<file path="src/rtl/uart_tx_data_port_if.sv">
// Avalon-MM slave bus bundle for the UART transmit data port.
//   address    : register select (2 bits)
//   chipselect : slave select
//   write_n    : active-low write strobe
//   writedata  : write data (32 bits)
//   readdata   : registered read data (32 bits, 1 clk latency)
interface uart_tx_data_port_if;
   logic [1:0]  address;
   logic        chipselect;
   logic        write_n;
   logic [31:0] writedata;
   logic [31:0] readdata;

   modport master (
      output address,
      output chipselect,
      output write_n,
      output writedata,
      input  readdata
   );

   modport slave (
      input  address,
      input  chipselect,
      input  write_n,
      input  writedata,
      output readdata
   );
endinterface

</file>
<file path="src/rtl/uart_tx_data_port.sv">
// CPU-to-UART transmit data port. The CPU pushes bytes into a DEPTH-entry FIFO;
// a small FSM pops them and hands each to the transmitter with a start/busy
// handshake. Sticky edge-capture bits (done, overflow) drive a masked interrupt.
//   clk      : system clock
//   reset_n  : asynchronous active-low reset
//   bus      : Avalon-MM slave (address, chipselect, write_n, writedata, readdata)
//   out_port : byte presented to the transmitter, held until the next pop
//   tx_start : one-cycle start pulse to the transmitter
//   tx_busy  : transmitter busy, same clock domain
//   irq      : level interrupt, |(edge_capture & irq_mask) registered
module uart_tx_data_port #(
   parameter int unsigned DEPTH = 4,
   parameter int unsigned AW    = 2
) (
   input  logic                 clk,
   input  logic                 reset_n,
   uart_tx_data_port_if.slave   bus,
   output logic [7:0]           out_port,
   output logic                 tx_start,
   input  logic                 tx_busy,
   output logic                 irq
);

   typedef enum logic [1:0] {StIdle, StStart, StWaitAck, StWaitDone} state_t;

   localparam logic [AW:0] DepthCnt = (AW+1)'(DEPTH);

   state_t      r_state, w_state_d;
   logic [7:0]  r_mem [DEPTH];
   logic [AW-1:0] r_wr_ptr, r_rd_ptr;
   logic [AW:0] r_count;
   logic [7:0]  r_out_port;
   logic [1:0]  r_edge, r_mask;
   logic        r_irq;
   logic [31:0] r_readdata, w_rdata;

   logic w_wr, w_full, w_empty, w_push, w_pop, w_done_set, w_ovf_set, w_clr;

   assign w_wr      = bus.chipselect & ~bus.write_n;
   assign w_full    = (r_count == DepthCnt);
   assign w_empty   = (r_count == '0);
   // Full is judged before any same-cycle pop, so a push at full always drops.
   assign w_push    = w_wr & (bus.address == 2'd0) & ~w_full;
   assign w_ovf_set = w_wr & (bus.address == 2'd0) & w_full;
   assign w_clr     = w_wr & (bus.address == 2'd3);

   // Transmit FSM next-state and outputs.
   always_comb begin
      w_state_d  = r_state;
      w_pop      = 1'b0;
      w_done_set = 1'b0;
      tx_start   = 1'b0;
      unique case (r_state)
         StIdle: begin
            if (!w_empty && !tx_busy) begin
               w_pop     = 1'b1;
               w_state_d = StStart;
            end
         end
         StStart: begin
            tx_start  = 1'b1;
            w_state_d = StWaitAck;
         end
         StWaitAck: begin
            if (tx_busy) w_state_d = StWaitDone;
         end
         StWaitDone: begin
            if (!tx_busy) begin
               w_done_set = 1'b1;
               w_state_d  = StIdle;
            end
         end
         default: w_state_d = StIdle;
      endcase
   end

   always_ff @(posedge clk or negedge reset_n) begin
      if (!reset_n) r_state <= StIdle;
      else          r_state <= w_state_d;
   end

   // Storage needs no reset; emptiness is tracked by the count.
   always_ff @(posedge clk) begin
      if (w_push) r_mem[r_wr_ptr] <= bus.writedata[7:0];
   end

   always_ff @(posedge clk or negedge reset_n) begin
      if (!reset_n) begin
         r_wr_ptr   <= '0;
         r_rd_ptr   <= '0;
         r_count    <= '0;
         r_out_port <= 8'h00;
      end else begin
         if (w_push) r_wr_ptr <= r_wr_ptr + 1'b1;
         if (w_pop) begin
            r_rd_ptr   <= r_rd_ptr + 1'b1;
            r_out_port <= r_mem[r_rd_ptr];
         end
         if (w_push && !w_pop)      r_count <= r_count + 1'b1;
         else if (w_pop && !w_push) r_count <= r_count - 1'b1;
      end
   end

   // A clear write wins over a same-cycle set; that set is lost.
   always_ff @(posedge clk or negedge reset_n) begin
      if (!reset_n) begin
         r_edge <= 2'b00;
         r_mask <= 2'b00;
         r_irq  <= 1'b0;
      end else begin
         if (w_clr) r_edge <= 2'b00;
         else       r_edge <= r_edge | {w_ovf_set, w_done_set};
         if (w_wr && (bus.address == 2'd2)) r_mask <= bus.writedata[1:0];
         r_irq <= |(r_edge & r_mask);
      end
   end

   always_comb begin
      w_rdata = 32'h0;
      unique case (bus.address)
         2'd0: w_rdata = {24'h0, r_out_port};
         2'd1: w_rdata = {16'h0, 8'(r_count), 4'h0, r_edge[1], w_full, w_empty,
                          (r_state != StIdle)};
         2'd2: w_rdata = {30'h0, r_mask};
         2'd3: w_rdata = {30'h0, r_edge};
         default: w_rdata = 32'h0;
      endcase
   end

   // Read data is registered every cycle regardless of chipselect.
   always_ff @(posedge clk or negedge reset_n) begin
      if (!reset_n) r_readdata <= 32'h0;
      else          r_readdata <= w_rdata;
   end

   assign bus.readdata = r_readdata;
   assign out_port     = r_out_port;
   assign irq          = r_irq;

endmodule

</file>
<file path="src/flat_wrapper.sv">
// flat-port wrapper written by rule: the top's interface ports become plain ports
module uart_tx_data_port_flat 
#(
   parameter int unsigned DEPTH = 4,
   parameter int unsigned AW    = 2
)
  (clk, reset_n, out_port, tx_start, tx_busy, irq, bus_address, bus_chipselect, bus_write_n, bus_writedata, bus_readdata);
  uart_tx_data_port_if bus_i ();
  input  logic clk;
  input  logic reset_n;
  output logic [7:0] out_port;
  output logic tx_start;
  input  logic tx_busy;
  output logic irq;
  input wire logic [$bits(bus_i.address)-1:0] bus_address;
  input wire logic [$bits(bus_i.chipselect)-1:0] bus_chipselect;
  input wire logic [$bits(bus_i.write_n)-1:0] bus_write_n;
  input wire logic [$bits(bus_i.writedata)-1:0] bus_writedata;
  output wire logic [$bits(bus_i.readdata)-1:0] bus_readdata;
  assign bus_i.address = bus_address;
  assign bus_i.chipselect = bus_chipselect;
  assign bus_i.write_n = bus_write_n;
  assign bus_i.writedata = bus_writedata;
  assign bus_readdata = bus_i.readdata;
  uart_tx_data_port #(.DEPTH(DEPTH), .AW(AW)) u_core (.clk(clk), .reset_n(reset_n), .bus(bus_i), .out_port(out_port), .tx_start(tx_start), .tx_busy(tx_busy), .irq(irq));
endmodule
</file>
<file path="config.mk">
export PLATFORM = sky130hd
export DESIGN_NAME = uart_tx_data_port_flat
export DESIGN_NICKNAME = d
export VERILOG_FILES = /design/src/rtl/uart_tx_data_port_if.sv /design/src/rtl/uart_tx_data_port.sv /design/src/flat_wrapper.sv
export SDC_FILE = /design/constraint.sdc
export NUM_CORES = 1
export LEC_CHECK = 0
export BUFFER_PORTS_ARGS = -buffer_cell sky130_fd_sc_hd__buf_2
export CORE_AREA = 5 5 64 108
export DETAILED_ROUTE_END_ITERATION = 6
export DIE_AREA = 0 0 69 113
export GPL_TIMING_DRIVEN = 0
export PLACE_DENSITY = 0.75
export RECOVER_POWER = 25
export SYNTH_ARGS = -nofsm -noshare
export SYNTH_HDL_FRONTEND = slang
export SYNTH_SLANG_ARGS = --single-unit
</file>
<file path="constraint.sdc">
create_clock -name clk -period 3.8 [get_ports clk]
set_input_delay 0.38 -clock clk [delete_from_list [all_inputs] [get_ports clk]]
set_output_delay 0.38 -clock clk [all_outputs]
set_load 0.05 [all_outputs]
</file>
==> Yosys cells after proc, flatten, opt, wreduce, memory -nomap -nowiden <==
Memory sizes are Yosys's and may differ from the RTL's. A register that Yosys moved wholly into a read port is not among the register bits.
Index checks and enable logic that the tools add are counted.
{ "word_totals": {"ff_bits": 46, "ramBits": 32, "inputBits": 39, "out_inout_bits": 42, "elab_cells": 63, "mem_count": 1} }
{ "classes": {"n_addsub": 4, "n_eq_ne": 10, "mux": 15, "n_bitwise": 9, "reduce_logical": 16} }
{ "mem_list": {"columns": ["memory", "depth", "word_bits", "read_ports", "rd_clocked_by_memory_dff", "write_ports", "line", "rtl"], "rows": [
  ["u_core.r_mem", 4, 8, 1, 1, 1, "uart_tx_data_port.sv:29", "logic [7:0] r_mem [DEPTH];"]
]} }
{ "op_table": {"columns": ["op", "count"], "rows": [
  ["$pmux 32 s4", 1],
  ["$eq 2x2->1 const B", 4],
  ["$mux 2", 4],
  ["$pmux 2 s4", 1],
  ["$mux 1", 7],
  ["$mux 3", 2],
  ["$and 1x1->1", 5],
  ["$logic_not 1->1", 5],
  ["$add 2x1->2 const B", 2],
  ["$eq 2x1->1 const B", 2],
  ["$logic_and 1x1->1", 4],
  ["$logic_not 2->1", 2],
  ["$ne 2x2->1 const B", 2],
  ["$reduce_bool 2->1", 2],
  ["$add 3x1->3 const B", 1],
  ["$eq 3x3->1 const B", 1],
  ["$logic_not 3->1", 1],
  ["$reduce_and 3->1", 1],
  ["$sub 3x1->3 const B", 1],
  ["$and 2x2->2", 1],
  ["$ne 2x1->1 const B", 1],
  ["$not 1->1", 2],
  ["$or 2x2->2", 1],
  ["$reduce_or 2->1", 1]
]} }

==> Depth between registers and ports, before layout <==
{ "depth": {"word_depth": 8, "depth_mapped": 11, "mapped_depth_nobuf": 11} }

==> Worst setup path after synthesis <==
Ideal clock, no wire load.
{ "synth_path": {"kind": "register -> register", "start": "register u_core.r_state[0]", "end": "register u_core.r_count[1]", "setup_time_ns": 0.125, "arrival_time_ns": 2.159, "setup_slack_ns": 1.516, "path_stages_with_launch": 10, "n_path_buf": 0, "cell_sequence": "dfrtp_1 -> inv_1 -> ha_1 -> inv_2 -> nor3_4 -> inv_1 -> ha_1 -> inv_1 -> fa_1 -> mux2_2"} }
{ "synth_between": {"elab_chain_cells": 5, "word_cells_on_any_way": 7, "cone_classes": "2 x mux; 5 x reduce/logical"} }
{ "synth_rtl": {"columns": ["element", "line", "rtl"], "rows": [
  ["start: declaration", "uart_tx_data_port.sv:28", "state_t r_state, w_state_d;"],
  ["start signal: assignment", "uart_tx_data_port.sv:78", "if (!reset_n) r_state <= StIdle;"],
  ["start signal: assignment", "uart_tx_data_port.sv:79", "else r_state <= w_state_d;"],
  ["$logic_not 2->1 *", "uart_tx_data_port.sv:53", "unique case (r_state)"],
  ["$mux 1 *", "uart_tx_data_port.sv:53", null],
  ["$logic_not 1->1", "uart_tx_data_port.sv:99", "if (w_push && !w_pop) r_count <= r_count + 1'b1;"],
  ["$logic_and 1x1->1", "uart_tx_data_port.sv:99", null],
  ["$mux 3 or $reduce_bool 2->1 (tied branches)", null, null],
  ["end signal: assignment", "uart_tx_data_port.sv:99", null],
  ["end signal: assignment", "uart_tx_data_port.sv:100", "else if (w_pop && !w_push) r_count <= r_count - 1'b1;"],
  ["end: declaration", "uart_tx_data_port.sv:31", "logic [AW:0] r_count;"]
]} }
Every way passes the cells marked *; elsewhere a longest branch is shown, timed or not.
A chain may end at the register's enable or synchronous reset.

==> Final worst setup path <==
Ends and elaborated chain as after synthesis.

==> metrics.yaml <==
worst_setup_path:
  path_class: "reg2reg"
  critPathMaxFanout: 10
  end_kind: "flop"
  cp_cell_sequence: "inv_1, ha_1, inv_2, nor3_4, inv_1, ha_1, inv_1, fa_1, mux2_2"
  critPathSlowestCell: "nor3_4"
  cp_common_cell: "inv_1"
  required_ps: 4010
  startpoint_type: "flop"
  cp.arrival_ps: 2810
  slowest_delay_ps: 530
power:
  total_leakage_power_uw: 0.001436
  ir_drop_mv: 0.2961
  p_total_uw: 2413
  power_density_nw_per_um2: 723.9
logic_synthesis:
  avgSynthCellArea_sq_um: 15.83
  synth_area_sq_um: 2850
  ys_types: 36
  ys_ff_latch: 65
  syn_inst: 180
  synth_top_area_share_pct: 33.71
  synth-edff-count: 32
  yosysTopAreaCell: "edfxtp_1"
  ys.flop_type: "dfrtp_1"
  yosysWarnings: 0
  ys_seq_area_share_pct: 62.69
  async_flop_share_pct: 50.77
  ys_top_cells_by_area: "edfxtp_1 (34%), dfrtp_1 (29%), mux4_2 (7.9%)"
floorplanning:
  initial_core_util_pct: 48.10
  num_rows: 37
  die_area_sq_um: 7797
  core-area_sq_um: 5926
  die_w_um: 69
  pin_count: 81
  die_y_um: 113
routing:
  post-route-drc-count: 0
  viasPerCell: 4.629
  drtIter0Drc: 68
  wl_mm: 4.664
  firstDrtPassIters: 4
  ant_nets: 0
  wl_per_cell_um: 14.31
  route.vias.total: 1509
clocking:
  numCtsBuffers: 9
  clk_path_buf_depth: 2
  clk_latency_ps: 320
  ctsHtreeMaxLevel: 3
  cts-resized-gates: 0
  cts_setup_buffers: 0
  clock-sinks: 65
  cts_root_buf: "clkbuf_8"
  path_clk_slew_ps: 70
  cts_hold_buf: 0
  cts_tree: "yes"
sta:
  setup_viol: 0
  maxSlewHeadroom_pct: -15.83
  finalCritPeriodShare_pct: 68.50
  slew_viol_final: 34
  fin_crit_ps: 2603
  rsz0062_at_grt: "false"
  finalHoldViolCount: 0
  tns_ps: 0
  fin_skew_ps: 5.903
  fin_ws_ps: 1197
  tightest_slew_ps: 1737
  max_freq_ghz: 0.3842
global_routing:
  grt_max_degree: 34
  grt_usage_pct: 13.14
  antenna_found_initial: 0
  grt_pass1_wl_mm: 7.776
  grt_remaining_overflow: 0
  grt_pass1_vias: 1604
hold_path:
  worstHoldPathType: "in2reg"
placed_design:
  placed_area_sq_um: 3183
  place_hpwl_mm: 3.443
  place.gp.congestion: 0.7210
  dp_slack_ps: 1209
  dp.cells: 310
  port-buffer-count: 32
finish:
  area_growth_pct: 16.94
  design_area_sq_um: 3333
  nets: 292
  antennaDiodeCount: 0
  layout-drive-gt1-share_pct: 36.69
  instances_no_fill: 326
status:
  violations: "capacitance limit, slew limit"
  status: "complete, but fails checks"
run:
  cap_violations: 1
## through the flow
stage | util, % | hold WS [ps]
after floorplan | - | 84.41
after global placement | 53.72 | 468.9
after detailed placement | 53.72 | 474.0
after CTS | 56.46 | 116.7
after global routing | 56.25 | 299.5
final | 56.25 | 303.5
## final timing paths
check,startpoint,endpoint,depth (start not counted),slack (ps)
setup / recovery,u_core.r_state[0],u_core.r_count[1],9,1200
hold / removal,bus_writedata[4],u_core.r_mem[1][4],1,300
setup reg to reg,u_core.r_state[0],u_core.r_count[1],9,1200
hold reg to reg,u_core.out_port[6],u_core.bus.readdata[6],1,510
max in group asynchronous,reset_n,u_core.out_port[5],1,2290
min in group asynchronous,reset_n,u_core.r_mask[1],1,500
## cells in the mapped netlist (2+ instances only)
library cell,number
and2_1,12
mux2i_1,2
xor2_1,4
mux2_2,12
inv_1,7
mux4_2,10
buf_2,3
buf_4,22
nor2b_1,2
ha_1,9
edfxtp_1,32
a21oi_1,3
dfrtp_1,33
nand2_1,3
nor2_1,4
xnor2_1,2
## cells by family after synthesis
family,Yosys count,synth area share (%)
AO/OA/AOI/OAI,11,2.766
XOR/XNOR,6,1.844
buffers and inverters,35,7.901
AND/OR/NAND/NOR,27,6.145
other,1,0.1316
adder cells (fa/ha/maj),10,4.653
flip-flops,65,62.69
multiplexers,25,13.87
## final cells by class
class | instances | area [sq um]
well taps | 78 | 97.59
clock inverters | 6 | 35.03
multi-input cells | 100 | 913.4
clock buffers | 10 | 127.6
fillers | 543 | 2592
inverters | 8 | 30.03
repair buffers | 32 | 148.9
plain buffers | 27 | 193.9
flip-flops and latches | 65 | 1787
## state kept, by name, indices dropped and copies added (netlist names)
signal	cells
u_core.out_port	8
u_core.r_wr_ptr	2
u_core.r_mask	2
u_core.r_state	2
u_core.irq	1
u_core.r_rd_ptr	2
u_core.r_count	3
u_core.bus.readdata	11
u_core.r_edge	2
u_core.r_mem	32
## placed cells by master, fill, tap and decap left out, drive strengths merged, types with 2 or more instances in the layout
| cell type | n |
|---|---|
| xnor2 | 2 |
| mux2 | 13 |
| nor3b | 2 |
| inv | 8 |
| nand2 | 3 |
| ha | 9 |
| xor2 | 4 |
| nor2 | 4 |
| a21oi | 3 |
| nor3 | 3 |
| dfrtp | 33 |
| conb | 21 |
| clkinv | 4 |
| nor2b | 2 |
| clkinvlp | 2 |
| and2 | 12 |
| clkbuf | 20 |
| buf | 49 |
| edfxtp | 32 |
| mux2i | 2 |
| mux4 | 10 |
## metal layers
metal	global-route usage [%]	share of wire [%]	wire length [um]	vias up
met1	12.53	36	1684	729
li1	-	-	-	725
met4	7.040	1.6	74	0
met3	5.867	6.1	284	6
met2	23.28	56	2621	49
met5	0	0	0	-
## worst max-delay path: cells and delay by family (launching register included)
kind | cells | cell delay, ps
AND/OR/NAND/NOR | 1 | 530
buffers and inverters | 4 | 390
adder cells (fa/ha/maj) | 3 | 910
flip-flops | 1 | 400
multiplexers | 1 | 260
## power by group
group	switching (uW)	internal, uW
clock network	243	232
registers	102	886
logic	596	354
No activity file was read; power rests on OpenSTA's default activity.
